[src/rtl/dbg_uart_pkg.sv]
// Shared definitions for the UART debug command path.
// Contents: parser state encoding, ASCII constants, error codes and
// small byte-classification helpers.
package dbg_uart_pkg;

  typedef enum logic [1:0] {
    IDLE  = 2'd0,
    ARG   = 2'd1,
    DONE  = 2'd2,
    DRAIN = 2'd3
  } state_e;

  typedef enum logic [1:0] {
    ERR_NONE = 2'd0,
    ERR_CMD  = 2'd1,
    ERR_OVF  = 2'd2,
    ERR_DIG  = 2'd3
  } err_code_e;

  localparam logic [7:0] CH_SP = 8'h20;
  localparam logic [7:0] CH_CR = 8'h0D;
  localparam logic [7:0] CH_LF = 8'h0A;

  function automatic logic is_term(input logic [7:0] b);
    return (b == CH_CR) || (b == CH_LF);
  endfunction

  function automatic logic is_lower(input logic [7:0] b);
    return (b >= 8'h61) && (b <= 8'h7A);
  endfunction

endpackage

[src/rtl/ascii_nibble_decode.sv]
// Combinational ASCII-to-nibble decoder (lowercase hex only).
// Ports:
//   in     - ASCII byte
//   nib    - decoded 4-bit value, 0 when the byte is not a hex digit
//   is_hex - byte is one of 0-9 or a-f
module ascii_nibble_decode (
  input  logic [7:0] in,
  output logic [3:0] nib,
  output logic       is_hex
);

  always_comb begin
    nib    = '0;
    is_hex = 1'b0;
    if (in >= 8'h30 && in <= 8'h39) begin
      nib    = 4'(in - 8'h30);
      is_hex = 1'b1;
    end else if (in >= 8'h61 && in <= 8'h66) begin
      nib    = 4'(in - 8'h57);
      is_hex = 1'b1;
    end
  end

endmodule

[src/rtl/hex_cmd_parser.sv]
// Byte-serial debug command parser: one lowercase command letter, up to
// MAX_DIGITS lowercase hex digits, then CR or LF. The completed command is
// held under a valid/ack handshake.
// Ports:
//   clk, rst_n          - clock, synchronous active-low reset
//   rx_data/rx_valid    - incoming byte stream
//   rx_ready            - byte accepted when rx_valid & rx_ready
//   cmd_char/cmd_value  - latched command letter and argument
//   cmd_digits          - number of argument digits
//   cmd_valid/cmd_ack   - command handshake
//   err/err_code        - one-cycle error pulse and held cause
module hex_cmd_parser
  import dbg_uart_pkg::*;
#(
  parameter int unsigned MAX_DIGITS = 8,
  parameter int unsigned VAL_W      = 4 * MAX_DIGITS
) (
  input  logic             clk,
  input  logic             rst_n,
  input  logic [7:0]       rx_data,
  input  logic             rx_valid,
  output logic             rx_ready,
  output logic [7:0]       cmd_char,
  output logic [VAL_W-1:0] cmd_value,
  output logic [3:0]       cmd_digits,
  output logic             cmd_valid,
  input  logic             cmd_ack,
  output logic             err,
  output logic [1:0]       err_code
);

  state_e           state_q, state_d;
  logic [7:0]       cmd_char_q, cmd_char_d;
  logic [VAL_W-1:0] cmd_value_q, cmd_value_d;
  logic [3:0]       cmd_digits_q, cmd_digits_d;
  logic             cmd_valid_q, cmd_valid_d;
  logic             err_q, err_d;
  logic [1:0]       err_code_q, err_code_d;

  logic [3:0]       hex_nib;
  logic             hex_ok;
  logic             xfer;
  // Widened concat avoids a negative slice bound when MAX_DIGITS == 1.
  logic [VAL_W+3:0] shifted;

  ascii_nibble_decode u_dec (
    .in     (rx_data),
    .nib    (hex_nib),
    .is_hex (hex_ok)
  );

  assign rx_ready = (state_q != DONE);
  assign xfer     = rx_valid & rx_ready;
  assign shifted  = {cmd_value_q, hex_nib};

  always_comb begin
    state_d      = state_q;
    cmd_char_d   = cmd_char_q;
    cmd_value_d  = cmd_value_q;
    cmd_digits_d = cmd_digits_q;
    cmd_valid_d  = cmd_valid_q;
    err_d        = 1'b0;
    err_code_d   = err_code_q;

    case (state_q)
      IDLE: begin
        if (xfer) begin
          if (rx_data == CH_SP || is_term(rx_data)) begin
            // separators and stray terminators are ignored
          end else if (is_lower(rx_data)) begin
            cmd_char_d   = rx_data;
            cmd_value_d  = '0;
            cmd_digits_d = '0;
            state_d      = ARG;
          end else begin
            err_d      = 1'b1;
            err_code_d = ERR_CMD;
            state_d    = DRAIN;
          end
        end
      end
      ARG: begin
        if (xfer) begin
          if (is_term(rx_data)) begin
            cmd_valid_d = 1'b1;
            state_d     = DONE;
          end else if (rx_data == CH_SP && cmd_digits_q == '0) begin
            // separator between letter and first digit
          end else if (hex_ok) begin
            if (cmd_digits_q == 4'(MAX_DIGITS)) begin
              err_d      = 1'b1;
              err_code_d = ERR_OVF;
              state_d    = DRAIN;
            end else begin
              cmd_value_d  = shifted[VAL_W-1:0];
              cmd_digits_d = cmd_digits_q + 4'd1;
            end
          end else begin
            err_d      = 1'b1;
            err_code_d = ERR_DIG;
            state_d    = DRAIN;
          end
        end
      end
      DONE: begin
        if (cmd_valid_q && cmd_ack) begin
          cmd_valid_d = 1'b0;
          state_d     = IDLE;
        end
      end
      DRAIN: begin
        if (xfer && is_term(rx_data)) state_d = IDLE;
      end
      default: state_d = IDLE;
    endcase
  end

  always_ff @(posedge clk) begin
    if (!rst_n) begin
      state_q      <= IDLE;
      cmd_char_q   <= '0;
      cmd_value_q  <= '0;
      cmd_digits_q <= '0;
      cmd_valid_q  <= 1'b0;
      err_q        <= 1'b0;
      err_code_q   <= ERR_NONE;
    end else begin
      state_q      <= state_d;
      cmd_char_q   <= cmd_char_d;
      cmd_value_q  <= cmd_value_d;
      cmd_digits_q <= cmd_digits_d;
      cmd_valid_q  <= cmd_valid_d;
      err_q        <= err_d;
      err_code_q   <= err_code_d;
    end
  end

  assign cmd_char   = cmd_char_q;
  assign cmd_value  = cmd_value_q;
  assign cmd_digits = cmd_digits_q;
  assign cmd_valid  = cmd_valid_q;
  assign err        = err_q;
  assign err_code   = err_code_q;

endmodule

[config.mk]
export PLATFORM = sky130hd
export DESIGN_NAME = hex_cmd_parser
export DESIGN_NICKNAME = d
export VERILOG_FILES = /design/src/rtl/dbg_uart_pkg.sv /design/src/rtl/ascii_nibble_decode.sv /design/src/rtl/hex_cmd_parser.sv
export SDC_FILE = /design/constraint.sdc
export NUM_CORES = 1
export LEC_CHECK = 0
export CAP_MARGIN = 15
export CORE_ASPECT_RATIO = 0.9
export CORE_MARGIN = 5
export CORE_UTILIZATION = 50
export DETAILED_ROUTE_END_ITERATION = 7
export HOLD_SLACK_MARGIN = 0.12
export PLACE_DENSITY = 0.89
export SETUP_SLACK_MARGIN = 0.02
export SLEW_MARGIN = 40
export SYNTH_ARGS = -nofsm -noshare
export SYNTH_HDL_FRONTEND = slang
export SYNTH_SLANG_ARGS = --single-unit
[constraint.sdc]
create_clock -name clk -period 2.5 [get_ports clk]
set_input_delay 0.5 -clock clk [delete_from_list [all_inputs] [get_ports clk]]
set_output_delay 0.5 -clock clk [all_outputs]
set_load 0.01 [all_outputs]
Yosys cells after proc, flatten, opt, wreduce, memory -nomap -nowiden

Cells that the tools add are included.

Bits of input ports: 12
Latch bits: 0
Bits in writable memories: 0
Memories kept: 0
Register bits: 50
Memory bits (read-only): 0

Div/mod/pow operators: 0
Equality and inequality tests: 23
Reductions and logical operators: 17
Order comparisons: 5
Bitwise logic cells: 2
Shifts and indexed selects: 0
$add $sub $neg: 3
Multipliers: 0
Multiplexer cells: 55

Operator list:

| kind                  | count |
|---|---|
| $mux W32              | 8 |
| $pmux W32 S2          | 1 |
| $mux W4               | 10 |
| $mux W2               | 18 |
| $ne A2 B2 Y1 const B  | 13 |
| $eq A8 B4 Y1 const B  | 2 |
| $le A8 B7 Y1 const B  | 2 |
| $mux W1               | 13 |
| $reduce_and A9 Y1     | 1 |
| $eq A8 B6 Y1 const B  | 1 |
| $ge A8 B6 Y1 const B  | 1 |
| $ge A8 B7 Y1 const B  | 1 |
| $le A8 B6 Y1 const B  | 1 |
| $pmux W2 S4           | 1 |
| $pmux W4 S2           | 1 |
| $reduce_and A4 Y1     | 2 |
| $reduce_and A8 Y1     | 1 |
| $reduce_and A7 Y1     | 1 |
| $logic_and A1 B1 Y1   | 6 |
| $ne A3 B3 Y1 const B  | 2 |
| $add A4 B1 Y4 const B | 1 |
| $eq A2 B2 Y1 const B  | 2 |
| $eq A4 B4 Y1 const B  | 1 |
| $logic_not A4 Y1      | 1 |
| other kinds (11)      | 14 |

Depth between registers and ports, before layout

Gate-level depths: netlist of the first run.

Depth in word-level cells: 10
Mapped depth: 8

By module

Synthesis of the first run repeated with hierarchy kept, for this count alone.

Cells, all modules: 284
Area, all modules: 2688.8 um2

Modules (own cells, without submodules):

| module              | area each (um2) | times used | cells each |
|---|---|---|---|
| hex_cmd_parser      | 2472.4          | 1          | 258 |
| ascii_nibble_decode | 216.5           | 1          | 26 |

Worst setup path after synthesis of the first run

No wires, ideal clock.

Path type: input to register
Start point: in rx_data[1]
End point: reg cmd_digits_q[0], in the netlist cmd_digits[0]
Path slack: 0.311 ns
Required time: 2.428 ns
Buffers on the path: 1
Stages: 8
Arrival time: 2.117 ns
Cells stage by stage: inv_1 -> ha_1 -> o21bai_1 -> a2111oi_4 -> o211ai_4 -> a21oi_4 -> buf_6 -> mux2i_1

Cells in the longest elaborated chain, start to end: 6
Elaborated cells between the ends (all ways): 22
Those cells by class: order compare: 5; eq/ne: 8; mux: 2; reduce/logical: 7

RTL lines:

| item                                                | line                                          | text |
|---|---|---|
| start, declared                                     | hex_cmd_parser.sv:20                          | `input logic [7:0] rx_data,` |
| $ge A8 B7 Y1 / $le A8 B7 Y1 (equally long branches) | dbg_uart_pkg.sv:29, ascii_nibble_decode.sv:18 |  |
| $logic_and A1 B1 Y1                                 | ascii_nibble_decode.sv:18                     | `end else if (in >= 8'h61 && in <= 8'h66) begin` |
| $mux W1                                             | ascii_nibble_decode.sv:18                     |  |
| $mux W1                                             | ascii_nibble_decode.sv:15                     | `if (in >= 8'h30 && in <= 8'h39) begin` |
| $ne A2 B2 Y1 (no line)                              | n/a                                           |  |
| $reduce_and A9 Y1 (no line) (*)                     | n/a                                           |  |
| end signal, assigned                                | hex_cmd_parser.sv:131                         | `cmd_digits_q <= cmd_digits_d;` |
| end, declared                                       | hex_cmd_parser.sv:35                          | `logic [3:0] cmd_digits_q, cmd_digits_d;` |

Mark *: on every way between the ends. The rest lies on a longest branch, timed or not.
A chain may end at the register's enable or synchronous reset.

Worst setup path in the final report of the first run

Start point: in rx_data[3]
End point: reg cmd_digits_q[3], in the netlist cmd_digits[3]

Same word-level chain as after synthesis.

==> run metrics, run 1 <==
Startpoint Class=input port; Worst-Skew Late Latency=around 0.32 ns; final-report hold violation count=0; clock slew at reported path FFs=0.10 ns; Tightest Pin Transition=0.499 ns; H-tree levels=2; Post-synth EDFFs=0; FF+latch count, synth=50; HPWL after DPL=between 5000 and 6000 um; CTS root buf=clkbuf_8; clock skew=0.0145 ns; synth warn=0; DR pass1 iterations=4; Final min period=between 2 and 2.5 ns; via count=2490; fin nets=395; WP buf/inv=3; post-route cell area=about 0.0037 sq mm; crit path kind=input port to register; largest net degree at the start of global routing=31; Initial Utilization=52.4%; fin util=between 70 and 80%; antenna-violating nets left=0; initial antenna violation count=0; Min-Delay Path Depth=2; Placeable Area=just under 0.005 sq mm; Reg-to-Reg Start=cmd_digits[0]$_SDFFE_PN0P_; Die Y-Extent=approximately 80 um; Slew Limit Headroom=approximately 67%; cts hold-fix bufs=0; worst-case reg-to-reg path depth=9; total congestion overflow=0; first-pass GRT wire length=11700 um; Rows=24; Most used DFF post-synth=dfxtp_1; Crit Path Max Fanout=6; Crit-path slowest cell=clkdlybuf4s50_1; Reg2Reg Capture Point=err_code[1]$_SDFFE_PN0P_; Async S/R FF share, synth=0%; peak supply drop=~0.3 mV; clock tree buffer depth=2; vias in the first global route=approximately 2400; Cell Count, Final, Fillers Out=between 400 and 500; post-synthesis sequential area ratio=38.8%; Post-Syn Area=about 0.0026 sq mm; Post-synth top cells=dfxtp_1, nand2_1, mux2i_1; die width=between 80 and 90 um; Worst Hold End=cmd_char[6]$_SDFFE_PN0P_; I/O Buffers=60; HP Start=cmd_char[6]$_SDFFE_PN0P_; Top Family by Delay on Critical Path=buffers and inverters; initial DRC count=186; CP Cell Sequence=clkdlybuf4s50_1 -> nor4b_4 -> buf_4 -> a221oi_4 -> buf_4 -> o221ai_2 -> or4_1 -> o22ai_1; antenna cells=0; drt drc=0; Critical Path AT=~2.7 ns; # clock sinks=50; setup violators final=0; worst hold path type=register to register; Slew Viols, Final=0; die area=~0.0067 sq mm; Area contributors post-synth=dfxtp_1, mux2i_1, nand2_1; CTS tree=yes; Post-Route WL=7620 um; Synth Area per Inst=9.12 sq um; Critical Path Max Stage Delay=between 0.6 and 0.7 ns; pwr/cell area=approximately 530 mW/mm^2; MaxCap Viol Count=0; Mapped Nets=301; max frequency=404 MHz; placed insts=430; post-synth top area share=around two fifths; static leakage=between 0.001 and 0.0015 uW; outcome=finished, final reports clean; Period Utilization, post-route=between 90 and 100%; I/O pin count=61; cts bufs inserted=5; cell taking the most area after synthesis=dfxtp_1; fraction of layout cells with a size suffix above 1=roughly a fifth; Post-Syn Instances=~280; Vias/cell=around 5.6; dpl cell area=around 0.0035 sq mm; CP required=2.75 ns; Syn-to-layout area delta=43.2%; count of cell types in the netlist=between 50 and 60; count leader, synth=dfxtp_1; Worst R2R Setup Slack=~0.32 ns; WL/cell=17.2 um; most frequent CP cell=buf_4; GPL Wtd Cong=about 0.90; gr usage total=a little over a fifth; Crit. End Element=register
-- repair_timing --
item                                    4_1_cts  5_1_grt
pin swaps                                     2        4
setup buffers                                 2        3
gates resized for setup                       2       13
endpoints found under the setup margin       11       37
-- registers in the layout, indices dropped and copies added, names as in the netlist --
| signal | cells |
|---|---|
| err_code | 2 |
| cmd_valid | 1 |
| cmd_digits | 4 |
| cmd_char | 8 |
| state_q | 2 |
| cmd_value | 32 |
| err | 1 |
-- cell families (layout without fill, tap and decap cells) --
| family | after synthesis | count (layout) | synth area share, % |
|---|---|---|---|
| and+or+nand+nor | 114 | 114 | 22.3 |
| DFF | 50 | 50 | 38.8 |
| AOI/OAI and AO/OA | 41 | 41 | 14.3 |
| muxes | 40 | 40 | 15.6 |
| buffers and inverters | 31 | 126 | 5.87 |
| adders and majority gates | 6 | 6 | 2.91 |
| xor gates and xnor gates | 1 | 1 | 0.339 |
-- tightest hold or removal path, stage by stage, from the launching register on --
cell	delay (ns)
dfxtp_1	0.32
inv_1	0.05
a21oi_1	0.05
-- through the flow --
step | total power, uW | setup slack, ns | setup TNS (ns) | hold WS, ns
global placement | 1330 | -0.280 | -7.50 | 0.431
detailed placement | 1330 | -0.395 | -11.50 | 0.439
finish | 1950 | 0.0237 | 0 | 0.454
floorplan | 1150 | 0.311 | 0 | 0.470
global route | 2020 | -0.0300 | -0.0300 | 0.471
CTS | 1930 | 0.0195 | 0 | 0.453
-- layout make-up --
| type | count | area (sq um) |
|---|---|---|
| Timing Repair Buffer | 107 | 978 |
| Multi-Input combinational cell | 202 | 1480 |
| Clock inverter | 3 | 48.8 |
| Sequential cell | 50 | 1000 |
| Fill cell | 328 | 1230 |
| Inverter | 11 | 41.3 |
| Tap cell | 65 | 81.3 |
| Clock buffer | 5 | 68.8 |
-- placed cells by master, fill, tap and decap left out, types with 3 or more instances in the layout --
cell              n
nand2b_1          4
nand3_1          33
o21ai_0           5
mux2i_1          38
nand2_1          48
nor2_1            8
dfxtp_1          50
buf_4            45
and3_1            3
o32ai_1           3
inv_1            10
clkbuf_8          5
clkdlybuf4s50_1  57
nor3_1            4
ha_1              4
a21oi_1           4
-- worst max path at each step --
stage                           from                          to  slack, ns  depth (start not counted)
after floorplan           rx_data[1]  cmd_digits[0]$_SDFFE_PN0P_       0.31                          8
after global placement    rx_data[0]  cmd_digits[3]$_SDFFE_PN0P_      -0.28                          9
after detailed placement  rx_data[0]  cmd_digits[3]$_SDFFE_PN0P_      -0.40                          9
after CTS                 rx_data[0]  cmd_digits[3]$_SDFFE_PN0P_       0.02                          9
after global routing      rx_data[3]  cmd_digits[3]$_SDFFE_PN0P_      -0.03                          8
final                     rx_data[3]  cmd_digits[3]$_SDFFE_PN0P_       0.02                          8
-- metal layers --
metal  part of all wire [%]  global-route usage [%]  routed length (um)
met5                      0                       0                   0
met2                     48                    34.9                3660
met4                    1.9                    8.07                 142
met3                    5.5                    3.87                 421
met1                     45                    28.7                3400
-- where the power goes --
group	internal, uW	switching [uW]	total, uW
Combinational	225	270	494
Sequential	817	33.0	849
Clock	305	305	610
Power figures use the tool's default switching activity.
==> inputs of run 2 (changes only) <==
ABC_AREA = 0   (was not set)
GPL_TIMING_DRIVEN = 1   (was not set)
==> results of run 2 <==
The final DEF is identical to that of run 1; final timing and power are the same.
==> inputs of run 3 (changes only) <==
CORE_UTILIZATION = 51   (was 50)
CTS_BUF_LIST = sky130_fd_sc_hd__clkbuf_8   (was not set)
PLACE_DENSITY = 0.91   (was 0.89)
==> run metrics, run 3 (synthesis results as in run 1) <==
max layer used=met4; most frequent cells in the layout=clkdlybuf4s50_1, dfxtp_1, nand2_1; Tightest Pin Transition=0.487 ns; antenna cells=0; DR pass1 iterations=5; CP Cell Sequence=clkdlybuf4s50_1 -> buf_4 -> nor3_1 -> nand2_1 -> o21ai_1 -> buf_4 -> buf_4 -> o21ai_0 -> a31oi_1; Slew Viols, Final=0; outcome=finished, final reports clean; crit path kind=input port to register; setup violators final=0; Vias/cell=6.13; Slew Limit Headroom=between 60% and 70%; worst hold path type=register to register; peak supply drop=~0.26 mV; clock tree buffer depth=2; I/O Buffers=60; CTS tree=yes; CTS root buf=clkbuf_8; static leakage=between 0.001 and 0.0015 uW; max frequency=~410 MHz; most frequent CP cell=buf_4; DR WL met2=around 4200 um; Crit Path Max Fanout=5; Startpoint Class=input port; Critical Path AT=approximately 2.7 ns; initial DRC count=around 310; Period Utilization, post-route=between 90% and 100%; Crit-path slowest cell=clkdlybuf4s50_1; cts bufs inserted=5; gr usage total=22.4%; fraction of layout cells with a size suffix above 1=about a fifth; cts hold-fix bufs=0; drt drc=0; die width=between 80 and 90 um; fin nets=approximately 390; I/O pin count=61; largest net degree at the start of global routing=35; HPWL after DPL=just under 5000 um; Crit. End Element=register; MaxCap Viol Count=0; WL/cell=roughly 20 um; commonest non-fill, non-tap cell in the layout=clkdlybuf4s50_1; placed insts=around 420; Critical Path Max Stage Delay=about 0.49 ns; met3 WL=slightly above 700 um; CP required=about 2.7 ns; pwr/cell area=521 mW/mm^2; power consumption=between 1500 and 2000 uW; Cell Count, Final, Fillers Out=about 440; Die Y-Extent=77.5 um; vias in the first global route=between 2000 and 2500; M1 WL=~3500 um; Worst-Skew Late Latency=approximately 0.32 ns; first-pass GRT wire length=around 12000 um; clock skew=0.00798 ns; Initial Utilization=a little over half; total congestion overflow=0; Syn-to-layout area delta=44.6%; H-tree levels=2; Post-Route WL=a little under 9000 um; # clock sinks=50; Rows=24; WP buf/inv=4; GPL Wtd Cong=0.892; Largest register FFs=32; antenna-violating nets left=0; Placeable Area=~0.0049 sq mm; Top Family by Delay on Critical Path=buffers and inverters; clock slew at reported path FFs=0.10 ns; Final min period=approximately 2.5 ns; Setup WS pre-CTS=-0.368 ns; via count=around 2700; final-report hold violation count=0; die area=0.00659 sq mm; initial antenna violation count=0; crit path setup slack, layout=around 0.036 ns
==> run 3: cell count changes in the layout (fill, tap and decap cells not counted), sizes merged <==
cell,previous run,this run
buf,48,41
bufinv,1,0
clkbuf,5,9
clkdlybuf4s50,57,56
dlygate4sd2,0,1
==> run 3: metrics by stage <==
stage	TNS (ns)	area [sq um]	utilization, %	hold slack (ns)
CTS	0	3570	73.5	0.451
global route	-0.0479	3730	76.7	0.475
floorplan	0	2580	-	0.470
finish	0	3730	76.7	0.465
detailed placement	-11.44	3430	70.5	0.440
global placement	-7.88	3430	70.5	0.433
==> run 3: power by group <==
part	switching [uW]	total [uW]	internal, uW
Clock	308	537	229
Combinational	299	561	263
Sequential	32.0	849	817
==> run 3: cell type report <==
| cell class | count | area, sq um |
|---|---|---|
| tap | 65 | 81.3 |
| clock inverter | 2 | 16.3 |
| fill | 286 | 1130 |
| sequential | 50 | 1000 |
| timing repair buffer | 103 | 1040 |
| multi-input combinational | 202 | 1480 |
| inverter | 11 | 41.3 |
| clock buffer | 6 | 82.6 |
==> run 3: worst paths after layout <==
path                            slack, ns                        to                        from  cells past startpoint
worst max-delay path                 0.04  err_code[1]$_SDFFE_PN0P_                  rx_data[4]                      9
worst min-delay path                 0.46  cmd_char[5]$_SDFFE_PN0P_    cmd_char[5]$_SDFFE_PN0P_                      2
worst max register to register       0.11  err_code[1]$_SDFFE_PN0P_  cmd_digits[0]$_SDFFE_PN0P_                      9
worst min register to register       0.46  cmd_char[5]$_SDFFE_PN0P_    cmd_char[5]$_SDFFE_PN0P_                      2
==> run 3: metal layers <==
layer / vias to the layer above / track usage (%)
met5: - / 0
met4: 0 / 10.6
met3: 47 / 3.81
met2: 180 / 36.8
met1: 1280 / 28.5
li1: 1183 / -
==> run 3: tightest hold or removal path, stage by stage, from the launching register on <==
cell,delay (ns)
dfxtp_1,0.33
inv_1,0.05
a21oi_1,0.05
==> run 3: timing repair <==
| action | in CTS | in global routing |
|---|---|---|
| setup buffers | 3 | 2 |
| hold endpoints to repair | 0 | 0 |
| setup endpoints to repair | 16 | 38 |
| resized for setup | 7 | 12 |
| pin swaps | 3 | 6 |
| cloned | 0 | 4 |
